## src/rtl/sim_exit_reporter_if.sv

```systemverilog
// tohost write channel between a DUT and the harness exit reporter.
// Single-beat valid/ready transfer carrying the DATA_W-bit tohost payload.
interface sim_exit_reporter_if #(
  parameter int unsigned DATA_W = 64
) ();
  logic              valid;
  logic              ready;
  logic [DATA_W-1:0] bits;

  modport master (
    output valid,
    output bits,
    input  ready
  );

  modport slave (
    input  valid,
    input  bits,
    output ready
  );
endinterface

```

## src/rtl/sim_exit_reporter.sv

```systemverilog
// Sinks the DUT tohost stream, decodes the exit protocol and drives sticky success/failure levels.
// Optional idle watchdog is compiled in when SIM_EXIT_WATCHDOG_EN is defined.
module sim_exit_reporter #(
  parameter int unsigned DATA_W          = 64,
  parameter int unsigned DRAIN_CYCLES    = 16,
  parameter int unsigned WATCHDOG_CYCLES = 100000
) (
  input  logic                 clock,
  input  logic                 reset,
  sim_exit_reporter_if.slave   tohost,
  input  logic                 heartbeat,
  output logic                 success,
  output logic                 failure,
  output logic [DATA_W-2:0]    exit_code,
  output logic [31:0]          msg_count
);

  typedef enum logic [1:0] {StRun, StDrain, StPass, StFail} state_e;

  state_e            state_q, state_d;
  logic              ready_q, ready_d;
  logic              success_q, success_d;
  logic              failure_q, failure_d;
  logic [DATA_W-2:0] exit_code_q, exit_code_d;
  logic [31:0]       msg_count_q, msg_count_d;
  logic [31:0]       drain_q, drain_d;

  logic              accept;
  logic              wd_expire;
  logic [DATA_W-2:0] code;

  assign accept      = tohost.valid && ready_q;
  assign code        = tohost.bits[DATA_W-1:1];
  assign tohost.ready = ready_q;

`ifdef SIM_EXIT_WATCHDOG_EN
  logic [31:0] wd_cnt_q, wd_cnt_d;
  logic        wd_inc;

  always_comb begin
    wd_cnt_d = wd_cnt_q;
    wd_inc   = 1'b0;
    if (state_q == StRun && WATCHDOG_CYCLES != 0) begin
      if (heartbeat || accept) begin
        wd_cnt_d = '0;
      end else begin
        wd_inc = 1'b1;
        if (wd_cnt_q != '1) wd_cnt_d = wd_cnt_q + 32'd1;
      end
    end
  end

  // Fires on the increment that brings the count to WATCHDOG_CYCLES-1.
  assign wd_expire = wd_inc &&
                     ((33'(wd_cnt_q) + 33'd1) >= (33'(WATCHDOG_CYCLES) - 33'd1));

  always_ff @(posedge clock) begin
    if (reset) wd_cnt_q <= '0;
    else       wd_cnt_q <= wd_cnt_d;
  end
`else
  localparam int unsigned unused_wd_cycles = WATCHDOG_CYCLES;
  logic unused_heartbeat;
  assign unused_heartbeat = heartbeat;
  assign wd_expire        = 1'b0;
`endif

  always_comb begin
    state_d     = state_q;
    drain_d     = drain_q;
    exit_code_d = exit_code_q;
    msg_count_d = msg_count_q;
    case (state_q)
      StRun: begin
        // An accepted beat always takes priority over a same-cycle watchdog expiry.
        if (accept) begin
          if (!tohost.bits[0]) begin
            if (tohost.bits != '0) msg_count_d = msg_count_q + 32'd1;
          end else if (code == '0) begin
            exit_code_d = '0;
            if (DRAIN_CYCLES == 0) begin
              state_d = StPass;
            end else begin
              state_d = StDrain;
              drain_d = DRAIN_CYCLES;
            end
          end else begin
            exit_code_d = code;
            state_d     = StFail;
          end
        end else if (wd_expire) begin
          exit_code_d = '1;
          state_d     = StFail;
        end
      end
      StDrain: begin
        drain_d = drain_q - 32'd1;
        if (drain_q == 32'd1) state_d = StPass;
      end
      default: begin
      end
    endcase
  end

  always_comb begin
    ready_d   = (state_d == StRun);
    success_d = success_q || (state_q == StPass);
    failure_d = failure_q || (state_q == StFail);
  end

  always_ff @(posedge clock) begin
    if (reset) begin
      state_q     <= StRun;
      ready_q     <= 1'b1;
      success_q   <= 1'b0;
      failure_q   <= 1'b0;
      exit_code_q <= '0;
      msg_count_q <= '0;
      drain_q     <= '0;
    end else begin
      state_q     <= state_d;
      ready_q     <= ready_d;
      success_q   <= success_d;
      failure_q   <= failure_d;
      exit_code_q <= exit_code_d;
      msg_count_q <= msg_count_d;
      drain_q     <= drain_d;
    end
  end

  assign success   = success_q;
  assign failure   = failure_q;
  assign exit_code = exit_code_q;
  assign msg_count = msg_count_q;

endmodule

```

## src/flat_wrapper.sv

```systemverilog
// flat-port wrapper written by rule: the top's interface ports become plain ports
module sim_exit_reporter_flat 
#(
  parameter int unsigned DATA_W          = 64,
  parameter int unsigned DRAIN_CYCLES    = 16,
  parameter int unsigned WATCHDOG_CYCLES = 100000
)
  (clock, reset, heartbeat, success, failure, exit_code, msg_count, tohost_valid, tohost_bits, tohost_ready);
  sim_exit_reporter_if #(.DATA_W(DATA_W)) tohost_i ();
  input  logic clock;
  input  logic reset;
  input  logic heartbeat;
  output logic success;
  output logic failure;
  output logic [DATA_W-2:0] exit_code;
  output logic [31:0] msg_count;
  input wire logic [$bits(tohost_i.valid)-1:0] tohost_valid;
  input wire logic [$bits(tohost_i.bits)-1:0] tohost_bits;
  output wire logic [$bits(tohost_i.ready)-1:0] tohost_ready;
  assign tohost_i.valid = tohost_valid;
  assign tohost_i.bits = tohost_bits;
  assign tohost_ready = tohost_i.ready;
  sim_exit_reporter #(.DATA_W(DATA_W), .DRAIN_CYCLES(DRAIN_CYCLES), .WATCHDOG_CYCLES(WATCHDOG_CYCLES)) u_core (.clock(clock), .reset(reset), .tohost(tohost_i), .heartbeat(heartbeat), .success(success), .failure(failure), .exit_code(exit_code), .msg_count(msg_count));
endmodule
```

## config.mk

```make
export PLATFORM = sky130hd
export DESIGN_NAME = sim_exit_reporter_flat
export DESIGN_NICKNAME = d
export VERILOG_FILES = /design/src/rtl/sim_exit_reporter_if.sv /design/src/rtl/sim_exit_reporter.sv /design/src/flat_wrapper.sv
export SDC_FILE = /design/constraint.sdc
export NUM_CORES = 1
export LEC_CHECK = 0
export CORE_UTILIZATION = 50
export CTS_CLUSTER_DIAMETER = 50
export DETAILED_ROUTE_END_ITERATION = 6
export GPL_TIMING_DRIVEN = 0
export HOLD_SLACK_MARGIN = 0.03
export PLACE_DENSITY = 0.87
export SYNTH_ARGS = -nofsm -noshare
export SYNTH_HDL_FRONTEND = slang
export SYNTH_SLANG_ARGS = --single-unit
```

## constraint.sdc

```tcl
create_clock -name clock -period 2.8 [get_ports clock]
set_input_delay 0.56 -clock clock [delete_from_list [all_inputs] [get_ports clock]]
set_output_delay 0.56 -clock clock [all_outputs]
set_load 0.005 [all_outputs]
```

==> impl_metrics.prom, run 1 <==
# TYPE chip_impl_metric gauge
chip_impl_metric{name="number_of_global_route_vias_before_repair",unit=""} 7024
chip_impl_metric{name="final.min_clock_period",unit="ps"} 2720
chip_impl_metric{name="finalWirelength",unit="um"} 21900
chip_impl_info{name="cts_tree",value="yes"} 1
chip_impl_metric{name="dp.final_hpwl",unit="um"} 15400
chip_impl_info{name="type_of_the_tightest_min_delay_check",value="flip-flop to flip-flop"} 1
chip_impl_info{name="crit_startpoint",value="tohost_bits[40]"} 1
chip_impl_metric{name="flow.area_growth_from_synthesis",unit="%"} 36.8
chip_impl_metric{name="critical_path_required",unit="ps"} 3140
chip_impl_metric{name="port-buffer-count",unit=""} 163
chip_impl_metric{name="initialDrtViolationCount",unit=""} 684
chip_impl_info{name="rsz0062_at_grt",value="no"} 1
chip_impl_metric{name="detail_route.first_pass.iterations",unit=""} 6
chip_impl_metric{name="die_height",unit="um"} 118
chip_impl_metric{name="die_width",unit="um"} 118
chip_impl_metric{name="place.gp.congestion",unit=""} 0.944
chip_impl_metric{name="pwr-share-seq",unit=""} 0.381
chip_impl_metric{name="n_antenna_cell",unit=""} 0
chip_impl_metric{name="drive_gt1_frac",unit=""} 0.0865
chip_impl_metric{name="vias",unit=""} 7422
chip_impl_metric{name="p_int",unit="mW"} 3.82
chip_impl_info{name="endpoint",value="u_core.drain_q[19]$_SDFFE_PP0P_"} 1
chip_impl_metric{name="crit_fanout",unit=""} 10
chip_impl_metric{name="switching_share",unit=""} 0.307
chip_impl_metric{name="post-place-cells",unit=""} 1193
chip_impl_metric{name="setup_slack",unit="ps"} 76.6
chip_impl_metric{name="yosysSeqAreaShare",unit=""} 0.390
chip_impl_metric{name="final_min_period_over_clock_period",unit=""} 0.973
chip_impl_metric{name="total_standard_cell_area_after_synthesis",unit="mm2"} 0.00677
chip_impl_info{name="ordered_list_of_cells_on_the_worst_path",value="clkdlybuf4s50_1 > nor4_4 > nand4_1 > or4_1 > buf_2 > buf_2 > o32ai_1 > mux2i_1"} 1
chip_impl_metric{name="routedWlPerCell",unit="um"} 17.8
chip_impl_metric{name="peakVddDrop",unit="mV"} 0.544
chip_impl_metric{name="yosys.cell_types.count",unit=""} 50
chip_impl_info{name="critPathKind",value="input port to flip-flop"} 1
chip_impl_info{name="netlist_top_cells_area",value="sky130_fd_sc_hd__dfxtp_1, sky130_fd_sc_hd__nand2_1, sky130_fd_sc_hd__a21oi_1, sky130_fd_sc_hd__mux2i_1, sky130_fd_sc_hd__o211ai_2"} 1
chip_impl_metric{name="grt.overflow.total",unit=""} 0
chip_impl_metric{name="power_density",unit="mW/mm2"} 596
chip_impl_info{name="cpMaxStageDelayCell",value="sky130_fd_sc_hd__clkdlybuf4s50_1"} 1
chip_impl_metric{name="core_area",unit="mm2"} 0.0132
chip_impl_metric{name="clock_tree.htree_level_count",unit=""} 4
chip_impl_metric{name="clock_skew",unit="ps"} 8.76
chip_impl_metric{name="clock_insertion_delay_worst_skew",unit="ps"} 430
chip_impl_metric{name="detailedPlace.worstSlack",unit="ps"} -773
chip_impl_metric{name="synth_top_cell_area_share",unit=""} 0.390
chip_impl_metric{name="timing.slew.headroom",unit=""} 0.525
chip_impl_metric{name="syn_nets",unit=""} 925
chip_impl_metric{name="worst_ep_arrival_time",unit="ps"} 3060
chip_impl_metric{name="synth-seq-cells",unit=""} 132
chip_impl_metric{name="drv_cap",unit=""} 0
chip_impl_metric{name="synth_async_sr_flop_share",unit=""} 0
chip_impl_metric{name="final-setup-viol-count",unit=""} 0
chip_impl_metric{name="cts-hold-fix-buffers",unit=""} 0
chip_impl_metric{name="final.hold.worst_slack",unit="ps"} 452
chip_impl_metric{name="r2r_slack",unit="ps"} 280
chip_impl_info{name="ys_top_cells_by_count",value="sky130_fd_sc_hd__nand2_1, sky130_fd_sc_hd__dfxtp_1, sky130_fd_sc_hd__a21oi_1, sky130_fd_sc_hd__nor2_1, sky130_fd_sc_hd__clkbuf_1"} 1
chip_impl_metric{name="final_max_slew_viol_count",unit=""} 0
chip_impl_metric{name="route.antenna.remaining_nets",unit=""} 0
chip_impl_metric{name="multiInputGateArea",unit="mm2"} 0.00381
chip_impl_info{name="endpoint_class_of_the_critical_path",value="flip-flop"} 1
chip_impl_metric{name="netlist_instances",unit=""} 854
chip_impl_metric{name="vias_per_cell",unit=""} 6.04
chip_impl_metric{name="yosys_warnings",unit=""} 0
chip_impl_metric{name="cts_buffers",unit=""} 17
chip_impl_metric{name="synthesis.area_per_instance",unit="um2"} 7.93
chip_impl_metric{name="netSwitchingPower",unit="mW"} 1.70
chip_impl_info{name="worstReg2RegEnd",value="u_core.drain_q[28]$_SDFFE_PP0P_"} 1
chip_impl_info{name="crit_path_start_kind",value="input port"} 1
chip_impl_metric{name="nFillCells",unit=""} 1025
chip_impl_info{name="synthDominantAreaCellType",value="sky130_fd_sc_hd__dfxtp_1"} 1
chip_impl_metric{name="core.rowCount",unit=""} 42
chip_impl_metric{name="timing.final.hold_violations",unit=""} 0
chip_impl_metric{name="initial_antenna_violation_count",unit=""} 0
chip_impl_metric{name="worstMarginPinSlew",unit="ps"} 713
chip_impl_info{name="cp_common_cell",value="sky130_fd_sc_hd__buf_2"} 1
chip_impl_metric{name="cellLeakagePower",unit="nW"} 3.14
chip_impl_metric{name="post_layout_nonfiller_instances",unit=""} 1228
chip_impl_info{name="clockRootBuffer",value="sky130_fd_sc_hd__clkbuf_16"} 1
chip_impl_metric{name="timing.critical_path.slowest_cell_delay",unit="ps"} 500
chip_impl_metric{name="clk_pin_slew",unit="ps"} 60
chip_impl_metric{name="grt_start_max_net_pins",unit=""} 17
chip_impl_metric{name="synth_enable_flop_cells",unit=""} 0
chip_impl_info{name="r2r_start",value="u_core.state_q[0]$_SDFF_PP0_"} 1
chip_impl_metric{name="numClockSinks",unit=""} 132
chip_impl_metric{name="cts_buffer_depth",unit=""} 2
chip_impl_metric{name="p_comb_frac",unit=""} 0.228
chip_impl_metric{name="drc_errors",unit=""} 0
chip_impl_metric{name="power_frac_clock",unit=""} 0.391
chip_impl_info{name="run_status",value="finished clean"} 1
chip_impl_info{name="yosys.cell_count.top_type",value="sky130_fd_sc_hd__nand2_1"} 1
chip_impl_metric{name="finish.net_count",unit=""} 1111
chip_impl_metric{name="finalCoreUtilization",unit=""} 0.699
chip_impl_info{name="synth_top_flop_cell",value="sky130_fd_sc_hd__dfxtp_1"} 1
chip_impl_metric{name="register_area",unit="mm2"} 0.00264
chip_impl_metric{name="timing.reg2reg.worst_path_depth",unit=""} 6
chip_impl_metric{name="fp.dieArea",unit="mm2"} 0.0140
chip_impl_metric{name="initial_utilization",unit=""} 0.511
chip_impl_metric{name="gr_usage_total",unit=""} 0.314
chip_impl_metric{name="num_io_pins",unit=""} 166
chip_impl_metric{name="grt_pass1_wl",unit="um"} 34900
chip_impl_metric{name="clock.fmax",unit="GHz"} 0.367
-- flip-flops by register name, summed over array words and instances, names as in the netlist --
signal / flops
u_core.drain_q: 32
u_core.failure: 1
u_core.tohost.ready: 1
u_core.msg_count: 32
u_core.exit_code: 63
u_core.success: 1
u_core.state_q: 2
-- worst min-delay path by stage --
stage / startpoint / endpoint / slack (ps) / cells after the start
CTS: u_core.exit_code[0]$_SDFFE_PP0P_ / u_core.exit_code[0]$_SDFFE_PP0P_ / 450 / 2
floorplan: u_core.exit_code[0]$_SDFFE_PP0P_ / u_core.exit_code[0]$_SDFFE_PP0P_ / 450 / 2
detailed placement: u_core.exit_code[57]$_SDFFE_PP0P_ / u_core.exit_code[57]$_SDFFE_PP0P_ / 450 / 2
global placement: u_core.exit_code[25]$_SDFFE_PP0P_ / u_core.exit_code[25]$_SDFFE_PP0P_ / 440 / 2
global route: u_core.exit_code[11]$_SDFFE_PP0P_ / u_core.exit_code[11]$_SDFFE_PP0P_ / 470 / 2
finish: u_core.exit_code[0]$_SDFFE_PP0P_ / u_core.exit_code[0]$_SDFFE_PP0P_ / 450 / 2
-- layer usage --
metal  global-route usage  share of wire  up-vias
met5                    0              0        -
met2                0.512           0.47      405
met1                0.380           0.40     3481
met3               0.0772          0.098       61
li1                     -              -     3475
met4                0.170          0.031        0
-- stage by stage --
step                power (mW)  setup TNS (ps)  cell area [um2]
floorplan                 2.91               0             6770
global placement          3.34          -45940             8620
detailed placement        3.36          -48720             8620
CTS                       5.49               0             9210
global route              5.73               0             9260
finish                    5.52               0             9260
-- layout make-up --
cell class,count,share of cell area
multi-input cells,639,0.412
flip-flops and latches,132,0.285
inverters,10,0.00405
repair buffers,167,0.179
clock inverters,9,0.0115
clock buffers,22,0.0490
well taps,176,0.0238
plain buffers,73,0.0351
-- logic make-up (layout without fill, tap and decap cells) --
| kind of cell | after synthesis | after routing | synth area share |
|---|---|---|---|
| buf+inv | 83 | 281 | 0.0532 |
| compound gates | 195 | 195 | 0.190 |
| fa+ha+maj | 3 | 3 | 0.00555 |
| mux | 45 | 45 | 0.0695 |
| flops | 132 | 132 | 0.390 |
| simple gates | 396 | 396 | 0.291 |
-- power by group through the flow --
stage / Combinational (mW) / Sequential (mW) / Clock, mW
floorplan: 0.788 / 2.12 / 0
global placement: 1.20 / 2.13 / 0
detailed placement: 1.22 / 2.14 / 0
CTS: 1.23 / 2.10 / 2.16
global route: 1.36 / 2.12 / 2.26
finish: 1.26 / 2.10 / 2.16
-- critical path: cells and delay by family --
family                 cells  cell delay, ps
and+or+nand+nor            3            1130
buffers and inverters      3             910
muxes                      1             280
AOI/OAI and AO/OA          1             180
-- repair_timing --
item / CTS / global route
setup endpoints to repair: 64 / 63
buffers inserted: 0 / 4
gates cloned: 0 / 0
gates resized for setup: 4 / 7
pin swaps: 0 / 3
-- cell usage in the layout, fill, tap and decap left out, types with 4 or more instances in the layout --
cell type / count
sky130_fd_sc_hd__clkdlybuf4s50_1: 163
sky130_fd_sc_hd__nand2_1: 156
sky130_fd_sc_hd__dfxtp_1: 132
sky130_fd_sc_hd__a21oi_1: 82
sky130_fd_sc_hd__nor2_1: 63
sky130_fd_sc_hd__clkbuf_1: 55
sky130_fd_sc_hd__nor4_1: 33
sky130_fd_sc_hd__nand4_1: 30
sky130_fd_sc_hd__mux2i_1: 29
sky130_fd_sc_hd__o21ai_0: 25
sky130_fd_sc_hd__nand3_1: 23
sky130_fd_sc_hd__o211ai_2: 20
sky130_fd_sc_hd__nor3_1: 19
sky130_fd_sc_hd__clkbuf_16: 17
sky130_fd_sc_hd__nor2b_1: 16
sky130_fd_sc_hd__o211ai_1: 14
sky130_fd_sc_hd__mux2_1: 14
sky130_fd_sc_hd__o21ai_1: 13
sky130_fd_sc_hd__o22ai_1: 13
sky130_fd_sc_hd__or4_1: 12
sky130_fd_sc_hd__buf_2: 12
sky130_fd_sc_hd__o31ai_1: 10
sky130_fd_sc_hd__inv_1: 9
sky130_fd_sc_hd__or3_1: 8
sky130_fd_sc_hd__and3_1: 5
sky130_fd_sc_hd__buf_4: 5
sky130_fd_sc_hd__or2_2: 4
sky130_fd_sc_hd__and4_1: 4
sky130_fd_sc_hd__nand3b_1: 4
sky130_fd_sc_hd__nor4_2: 4
sky130_fd_sc_hd__buf_6: 4
sky130_fd_sc_hd__o32ai_1: 4
Power figures use the tool's default switching activity.
==> inputs of run 2 (changes only) <==
- GPL_ROUTABILITY_DRIVEN: unset -> 0
==> run 2 against run 1 <==
  * Cell count about the same
  * Critical endpoint is now u_core.drain_q[18]$_SDFFE_PP0P_
  * Critical path depth unchanged
  * Power rose by 2.9%
  * Clock-buffer cell count decreased by 3
  * Sequential share of layout area fell by 0.14 points
  * Setup slack got worse by 15 ps
  * Highest routed layer unchanged
  * Non-clock buffer count is 2 lower
  * Register-to-register slack improved by 20 ps
  * Via count rose by 0.46%
==> impl_metrics.prom, run 2 (same netlist as run 1, synthesis figures left out) <==
# TYPE chip_impl_metric gauge
chip_impl_metric{name="timing.final.hold_violations",unit=""} 0
chip_impl_metric{name="core.rowCount",unit=""} 42
chip_impl_metric{name="initial_utilization",unit=""} 0.511
chip_impl_metric{name="finish.net_count",unit=""} 1109
chip_impl_metric{name="p_total",unit="mW"} 5.68
chip_impl_metric{name="cts_buffer_depth",unit=""} 2
chip_impl_metric{name="cellLeakagePower",unit="nW"} 3.16
chip_impl_info{name="layout_common_cells",value="sky130_fd_sc_hd__clkdlybuf4s50_1, sky130_fd_sc_hd__nand2_1, sky130_fd_sc_hd__dfxtp_1"} 1
chip_impl_metric{name="flow.area_growth_from_synthesis",unit="%"} 37.5
chip_impl_metric{name="finalWirelength",unit="um"} 21800
chip_impl_metric{name="clock_tree.htree_level_count",unit=""} 4
chip_impl_metric{name="crit_fanout",unit=""} 10
chip_impl_metric{name="initial_antenna_violation_count",unit=""} 0
chip_impl_metric{name="largest_register_ff_count",unit=""} 63
chip_impl_info{name="hold_path.startpoint",value="u_core.exit_code[14]$_SDFFE_PP0P_"} 1
chip_impl_info{name="clockRootBuffer",value="sky130_fd_sc_hd__clkbuf_16"} 1
chip_impl_metric{name="numClockSinks",unit=""} 132
chip_impl_metric{name="grt_pass1_wl",unit="um"} 35800
chip_impl_metric{name="finalInstanceArea",unit="mm2"} 0.00931
chip_impl_metric{name="detailedPlace.worstSlack",unit="ps"} -761
chip_impl_metric{name="final.min_clock_period",unit="ps"} 2740
chip_impl_info{name="crit_startpoint",value="tohost_bits[35]"} 1
chip_impl_metric{name="port-buffer-count",unit=""} 163
chip_impl_metric{name="finalCoreUtilization",unit=""} 0.703
chip_impl_metric{name="timing.slew.headroom",unit=""} 0.363
chip_impl_metric{name="total_negative_setup_slack",unit="ps"} 0
chip_impl_metric{name="drive_gt1_frac",unit=""} 0.0904
chip_impl_metric{name="detail_route.first_pass.iterations",unit=""} 5
chip_impl_metric{name="worstMarginPinSlew",unit="ps"} 951
chip_impl_metric{name="n_antenna_cell",unit=""} 0
chip_impl_metric{name="num_io_pins",unit=""} 166
chip_impl_metric{name="vias_per_cell",unit=""} 6.08
chip_impl_metric{name="dp.final_hpwl",unit="um"} 15400
chip_impl_metric{name="setup_slack",unit="ps"} 61.2
chip_impl_metric{name="routedWlPerCell",unit="um"} 17.8
chip_impl_metric{name="gr_usage_total",unit=""} 0.318
chip_impl_metric{name="grt_start_max_net_pins",unit=""} 17
chip_impl_metric{name="clock_skew",unit="ps"} 6.39
chip_impl_info{name="endpoint_class_of_the_critical_path",value="flip-flop"} 1
chip_impl_metric{name="final_max_slew_viol_count",unit=""} 0
chip_impl_metric{name="drc_errors",unit=""} 0
chip_impl_metric{name="final_min_period_over_clock_period",unit=""} 0.978
chip_impl_metric{name="core_area",unit="mm2"} 0.0132
chip_impl_info{name="critPathKind",value="input port to flip-flop"} 1
chip_impl_info{name="rsz0062_at_grt",value="no"} 1
chip_impl_info{name="run_status",value="finished clean"} 1
chip_impl_info{name="mostFrequentLayoutCell",value="sky130_fd_sc_hd__clkdlybuf4s50_1"} 1
chip_impl_info{name="crit_path_start_kind",value="input port"} 1
chip_impl_metric{name="initialDrtViolationCount",unit=""} 752
chip_impl_info{name="r2r_start",value="u_core.state_q[0]$_SDFF_PP0_"} 1
chip_impl_info{name="cts_tree",value="yes"} 1
chip_impl_metric{name="grt.overflow.total",unit=""} 0
chip_impl_info{name="type_of_the_tightest_min_delay_check",value="flip-flop to flip-flop"} 1
chip_impl_metric{name="peakVddDrop",unit="mV"} 0.483
chip_impl_metric{name="vias",unit=""} 7456
chip_impl_metric{name="final-setup-viol-count",unit=""} 0
chip_impl_metric{name="route.antenna.remaining_nets",unit=""} 0
chip_impl_metric{name="dpl_cell_area",unit="mm2"} 0.00862
chip_impl_metric{name="power_density",unit="mW/mm2"} 610
chip_impl_metric{name="clk_pin_slew",unit="ps"} 60
chip_impl_metric{name="die_height",unit="um"} 118
chip_impl_metric{name="number_of_global_route_vias_before_repair",unit=""} 7259
chip_impl_metric{name="clock_insertion_delay_worst_skew",unit="ps"} 430
chip_impl_metric{name="clock.fmax",unit="GHz"} 0.365
chip_impl_metric{name="critical_path_required",unit="ps"} 3150
chip_impl_metric{name="cts_buffers",unit=""} 17
chip_impl_metric{name="nFillCells",unit=""} 1033
chip_impl_metric{name="fp.dieArea",unit="mm2"} 0.0140
chip_impl_metric{name="worst_ep_arrival_time",unit="ps"} 3090
chip_impl_metric{name="drv_cap",unit=""} 0
chip_impl_metric{name="cts-hold-fix-buffers",unit=""} 0
chip_impl_metric{name="die_width",unit="um"} 118
[run 2: cell types whose count changed in the layout (fill, tap and decap cells not counted), sizes merged]
cell    before  now
clkbuf      75   72
bufinv       2    3
clkinv       5    6
buf         24   22
inv          9   11
[run 2: area by class of cell]
type / count / area, um2 / area share
Clock inverter: 13 / 155 / 0.0167
Multi-Input combinational cell: 639 / 3830 / 0.411
Inverter: 10 / 37.5 / 0.00403
Tap cell: 176 / 220 / 0.0237
Timing Repair Buffer: 165 / 1650 / 0.177
Buffer: 73 / 324 / 0.0348
Sequential cell: 132 / 2640 / 0.284
Clock buffer: 19 / 453 / 0.0487
[run 2: worst paths after layout]
check / endpoint / slack (ps) / cells after the start
worst max-delay path: u_core.drain_q[18]$_SDFFE_PP0P_ / 60 / 8
worst min-delay path: u_core.exit_code[14]$_SDFFE_PP0P_ / 450 / 2
worst max register to register: u_core.drain_q[30]$_SDFFE_PP0P_ / 300 / 6
worst min register to register: u_core.exit_code[14]$_SDFFE_PP0P_ / 450 / 2
[run 2: stage by stage]
| step | hold WS, ps | instances |
|---|---|---|
| 2_1_floorplan | 453 | 854 |
| 5_1_grt | 472 | 1227 |
| 4_1_cts | 453 | 1225 |
| 3_5_place_dp | 446 | 1193 |
| 6_report | 452 | 1227 |
| 3_3_place_gp | 440 | 1193 |
[run 2: timing repair]
item                       4_1_cts  5_1_grt
pin swaps                        1        2
buffers inserted                 0        2
resized for setup                2        9
setup endpoints to repair       53       51
[run 2: critical path, cell delays in order]
cell and delay (ps):
sky130_fd_sc_hd__clkdlybuf4s50_1 480, sky130_fd_sc_hd__nor4_4 380, sky130_fd_sc_hd__nand4_1 220, sky130_fd_sc_hd__or4_1 540
sky130_fd_sc_hd__buf_2 180, sky130_fd_sc_hd__buf_2 210, sky130_fd_sc_hd__o22ai_1 290, sky130_fd_sc_hd__mux2i_1 230
[run 2: where the power goes]
part           total [mW]  switching, mW  internal (mW)
logic                1.27          0.764          0.510
clock network        2.30          0.861           1.44
registers            2.10          0.112           1.99
total                5.68           1.74           3.94
[run 2: routing by layer]
layer  GRT usage  vias up  part of all wire
li1            -     3476                 -
met1       0.373     3491              0.39
met3       0.108       77              0.11
met4       0.151        0             0.034
met5           0        -                 0
met2       0.521      412              0.47
==> inputs of run 3 (changes only) <==
- ABC_AREA: unset -> 1
==> run 3 against run 2 <==
  * Area after synthesis is 1.2% higher
  * First-iteration DRC count is 14% lower
  * Critical path depth rose by 4
  * Cell count increased by 17%
  * Die area grew 1.2%
  * Maximum frequency is 26% higher
  * Setup slack gained 560 ps
  * Critical path type unchanged
  * Largest power group unchanged
  * Highest routed layer unchanged
==> impl_metrics.prom, run 3 <==
# TYPE chip_impl_metric gauge
chip_impl_metric{name="peakVddDrop",unit="mV"} 0.469
chip_impl_metric{name="clock_insertion_delay_worst_skew",unit="ps"} 430
chip_impl_info{name="ys_top_cells_by_count",value="sky130_fd_sc_hd__nand2_1, sky130_fd_sc_hd__nor2_1, sky130_fd_sc_hd__dfxtp_1, sky130_fd_sc_hd__a21oi_1, sky130_fd_sc_hd__nand3_1"} 1
chip_impl_metric{name="p_comb_frac",unit=""} 0.247
chip_impl_metric{name="netlist_instances",unit=""} 1062
chip_impl_metric{name="flow.area_growth_from_synthesis",unit="%"} 35.8
chip_impl_metric{name="critical_path_required",unit="ps"} 3080
chip_impl_metric{name="p_int",unit="mW"} 3.96
chip_impl_metric{name="timing.slew.headroom",unit=""} 0.491
chip_impl_metric{name="detail_route.first_pass.iterations",unit=""} 7
chip_impl_metric{name="worst_ep_arrival_time",unit="ps"} 2460
chip_impl_metric{name="power_frac_clock",unit=""} 0.394
chip_impl_metric{name="finish.net_count",unit=""} 1315
chip_impl_metric{name="fp.dieArea",unit="mm2"} 0.0142
chip_impl_metric{name="synth-seq-cells",unit=""} 132
chip_impl_info{name="clockRootBuffer",value="sky130_fd_sc_hd__clkbuf_16"} 1
chip_impl_info{name="type_of_the_tightest_min_delay_check",value="flip-flop to flip-flop"} 1
chip_impl_info{name="endpoint_class_of_the_critical_path",value="flip-flop"} 1
chip_impl_metric{name="detailroute.wirelength.met3",unit="um"} 1630
chip_impl_metric{name="die_width",unit="um"} 119
chip_impl_metric{name="dp.final_hpwl",unit="um"} 15700
chip_impl_info{name="synth_top_flop_cell",value="sky130_fd_sc_hd__dfxtp_1"} 1
chip_impl_metric{name="timing.final.hold_violations",unit=""} 0
chip_impl_metric{name="synthesis.area_per_instance",unit="um2"} 6.45
chip_impl_metric{name="core.rowCount",unit=""} 42
chip_impl_metric{name="cts_buffer_depth",unit=""} 2
chip_impl_metric{name="initial_utilization",unit=""} 0.515
chip_impl_metric{name="synth_mux_area_frac",unit=""} 0
chip_impl_metric{name="routedWlPerCell",unit="um"} 14.9
chip_impl_metric{name="largest_register_ff_count",unit=""} 63
chip_impl_metric{name="power_density",unit="mW/mm2"} 624
chip_impl_metric{name="final.hold.worst_slack",unit="ps"} 461
chip_impl_metric{name="initialDrtViolationCount",unit=""} 643
chip_impl_metric{name="netSwitchingPower",unit="mW"} 1.84
chip_impl_metric{name="synth_top_cell_area_share",unit=""} 0.386
chip_impl_metric{name="pwr-share-seq",unit=""} 0.359
chip_impl_metric{name="synth-xor-area-share",unit=""} 0.0320
chip_impl_metric{name="grt_start_max_net_pins",unit=""} 17
chip_impl_metric{name="post_synth_and_or_nand_nor_area_fraction",unit=""} 0.404
chip_impl_metric{name="synth_async_sr_flop_share",unit=""} 0
chip_impl_metric{name="yosys.cell_types.count",unit=""} 30
chip_impl_info{name="rsz0062_at_grt",value="no"} 1
chip_impl_info{name="hold_path.startpoint",value="u_core.exit_code[42]$_SDFFE_PP0P_"} 1
chip_impl_metric{name="grt_pass1_wl",unit="um"} 34400
chip_impl_metric{name="switching_share",unit=""} 0.317
chip_impl_metric{name="clock_tree.htree_level_count",unit=""} 4
chip_impl_info{name="critPathKind",value="input port to flip-flop"} 1
chip_impl_info{name="synthDominantAreaCellType",value="sky130_fd_sc_hd__dfxtp_1"} 1
chip_impl_metric{name="r2r_slack",unit="ps"} 930
chip_impl_metric{name="synth_enable_flop_cells",unit=""} 0
chip_impl_metric{name="cellLeakagePower",unit="nW"} 3.42
chip_impl_info{name="largest_family_of_logic_cells_by_synthesized_area",value="simple AND/OR/NAND/NOR gates"} 1
chip_impl_metric{name="port-buffer-count",unit=""} 163
chip_impl_metric{name="syn_nets",unit=""} 1133
chip_impl_metric{name="finalWirelength",unit="um"} 21300
chip_impl_metric{name="initial_antenna_violation_count",unit=""} 0
chip_impl_metric{name="post_cts_resized",unit=""} 0
chip_impl_metric{name="vias_per_cell",unit=""} 5.41
chip_impl_metric{name="cts_post_setup_buffers_inserted",unit=""} 0
chip_impl_info{name="layout_common_cells",value="sky130_fd_sc_hd__nand2_1, sky130_fd_sc_hd__nor2_1, sky130_fd_sc_hd__clkdlybuf4s50_1"} 1
chip_impl_metric{name="die_height",unit="um"} 119
chip_impl_metric{name="drt-met1-wl",unit="um"} 8950
chip_impl_metric{name="synth_compound_gate_area_share",unit=""} 0.113
chip_impl_metric{name="wl_met2",unit="um"} 10000
chip_impl_metric{name="clk_pin_slew",unit="ps"} 60
chip_impl_metric{name="grt.overflow.total",unit=""} 0
chip_impl_info{name="run_status",value="finished clean"} 1
chip_impl_info{name="yosys.cell_count.top_type",value="sky130_fd_sc_hd__nand2_1"} 1
chip_impl_info{name="hold_end",value="u_core.exit_code[42]$_SDFFE_PP0P_"} 1
chip_impl_metric{name="nFillCells",unit=""} 1105
chip_impl_metric{name="num_io_pins",unit=""} 166
chip_impl_metric{name="drive_gt1_frac",unit=""} 0.0780
chip_impl_metric{name="final-setup-viol-count",unit=""} 0
chip_impl_metric{name="drv_cap",unit=""} 0
chip_impl_metric{name="timing.hold.worst_path_depth",unit=""} 2
chip_impl_metric{name="numClockSinks",unit=""} 132
chip_impl_metric{name="final.min_clock_period",unit="ps"} 2170
chip_impl_metric{name="timing.reg2reg.worst_path_depth",unit=""} 8
chip_impl_metric{name="clock_skew",unit="ps"} 9.83
chip_impl_metric{name="total_standard_cell_area_after_synthesis",unit="mm2"} 0.00685
chip_impl_info{name="cts_tree",value="yes"} 1
chip_impl_metric{name="drc_errors",unit=""} 0
chip_impl_metric{name="total_negative_setup_slack",unit="ps"} 0
chip_impl_metric{name="final_min_period_over_clock_period",unit=""} 0.776
chip_impl_metric{name="route.antenna.remaining_nets",unit=""} 0
chip_impl_metric{name="yosysSeqAreaShare",unit=""} 0.386
chip_impl_info{name="r2r_start",value="u_core.drain_q[0]$_SDFFE_PP0P_"} 1
chip_impl_metric{name="crit_fanout",unit=""} 10
chip_impl_metric{name="number_of_global_route_vias_before_repair",unit=""} 7167
chip_impl_info{name="netlist_top_cells_area",value="sky130_fd_sc_hd__dfxtp_1, sky130_fd_sc_hd__nand2_1, sky130_fd_sc_hd__nor2_1, sky130_fd_sc_hd__a21oi_1, sky130_fd_sc_hd__nand3_1"} 1
chip_impl_metric{name="gr_usage_total",unit=""} 0.305
chip_impl_metric{name="cts_buffers",unit=""} 17
chip_impl_metric{name="core_area",unit="mm2"} 0.0133
chip_impl_metric{name="vias",unit=""} 7746
chip_impl_metric{name="yosys_warnings",unit=""} 0
chip_impl_metric{name="worstMarginPinSlew",unit="ps"} 763
chip_impl_info{name="worstReg2RegEnd",value="u_core.drain_q[16]$_SDFFE_PP0P_"} 1
chip_impl_metric{name="final_max_slew_viol_count",unit=""} 0
chip_impl_metric{name="cts-hold-fix-buffers",unit=""} 0
chip_impl_info{name="mostFrequentLayoutCell",value="sky130_fd_sc_hd__nand2_1"} 1
chip_impl_metric{name="n_antenna_cell",unit=""} 0
chip_impl_info{name="crit_path_start_kind",value="input port"} 1
chip_impl_info{name="routed.top_layer",value="met4"} 1
chip_impl_metric{name="clock.fmax",unit="GHz"} 0.460
chip_impl_metric{name="synth_fa_ha_area_frac",unit=""} 0.00548
==> run 3: changes by cell type after synthesis, moves of 16 or more <==
cell                       change
sky130_fd_sc_hd__a21oi_1      +32
sky130_fd_sc_hd__nor3_1       -18
sky130_fd_sc_hd__nand2_1     +206
sky130_fd_sc_hd__o211ai_2     -20
sky130_fd_sc_hd__nor4_1       -36
sky130_fd_sc_hd__nand3_1      +73
sky130_fd_sc_hd__clkbuf_1     -36
sky130_fd_sc_hd__nand4_1      -20
sky130_fd_sc_hd__nor2_1      +103
sky130_fd_sc_hd__o21ai_0      -16
sky130_fd_sc_hd__nor2b_1      -16
sky130_fd_sc_hd__mux2i_1      -29
sky130_fd_sc_hd__inv_1        +39
==> run 3: cell families (layout without fill, tap and decap cells) <==
family,Yosys count,in the layout
xor+xnor,25,25
fa+ha+maj,3,3
buf+inv,93,287
compound gates,142,142
flops,132,132
simple gates,667,667
==> run 3: area by class of cell <==
class,count,area (um2),share of cell area
Timing Repair Buffer,163,1630,0.175
Tap cell,176,220,0.0237
Multi-Input combinational cell,837,3800,0.409
Sequential cell,132,2640,0.284
Clock inverter,12,155,0.0167
Clock buffer,19,443,0.0476
Buffer,42,214,0.0230
Inverter,51,194,0.0209
==> run 3: power by group through the flow <==
stage	logic, mW	clock network [mW]	registers (mW)
finish	1.44	2.29	2.08
global route	1.59	2.38	2.10
detailed placement	1.39	0	2.12
CTS	1.40	2.29	2.08
floorplan	0.917	0	2.10
global placement	1.35	0	2.12
==> run 3: how the worst max path moves through the flow <==
stage                               start  slack [ps]                                 to
final                     tohost_bits[18]         630  u_core.msg_count[28]$_SDFFE_PP0P_
after global routing      tohost_bits[19]         520  u_core.msg_count[28]$_SDFFE_PP0P_
after CTS                 tohost_bits[18]         710  u_core.msg_count[28]$_SDFFE_PP0P_
after detailed placement  tohost_bits[18]         290  u_core.msg_count[24]$_SDFFE_PP0P_
after global placement    tohost_bits[18]         310  u_core.msg_count[22]$_SDFFE_PP0P_
after floorplan           tohost_bits[54]        1160  u_core.msg_count[22]$_SDFFE_PP0P_
==> run 3: layer usage <==
| metal | GRT usage | vias up |
|---|---|---|
| li1 | - | 3783 |
| met1 | 0.385 | 3535 |
| met2 | 0.497 | 361 |
| met3 | 0.0699 | 67 |
| met4 | 0.131 | 0 |
| met5 | 0 | - |
==> run 3: worst max-delay path, cell delays in order <==
cell and delay [ps]:
sky130_fd_sc_hd__clkdlybuf4s50_1 410, sky130_fd_sc_hd__nor2_1 260, sky130_fd_sc_hd__nand2_1 90, sky130_fd_sc_hd__nor2_1 120, sky130_fd_sc_hd__nand2_1 60, sky130_fd_sc_hd__nor2_1 240, sky130_fd_sc_hd__nand2_2 190, sky130_fd_sc_hd__nand2_4 170
sky130_fd_sc_hd__inv_4 80, sky130_fd_sc_hd__buf_6 140, sky130_fd_sc_hd__nand2_1 80, sky130_fd_sc_hd__a21oi_2 50
==> run 3: metrics by stage <==
stage,utilization,setup slack (ps),std cells,instance area (um2),total power [mW]
6_report,0.699,626,1432,9300,5.81
5_1_grt,0.699,516,1432,9300,6.08
4_1_cts,0.699,710,1432,9300,5.77
3_5_place_dp,0.654,292,1401,8700,3.50
3_3_place_gp,0.654,307,1401,8700,3.47
2_1_floorplan,-,1160,1062,6850,3.02
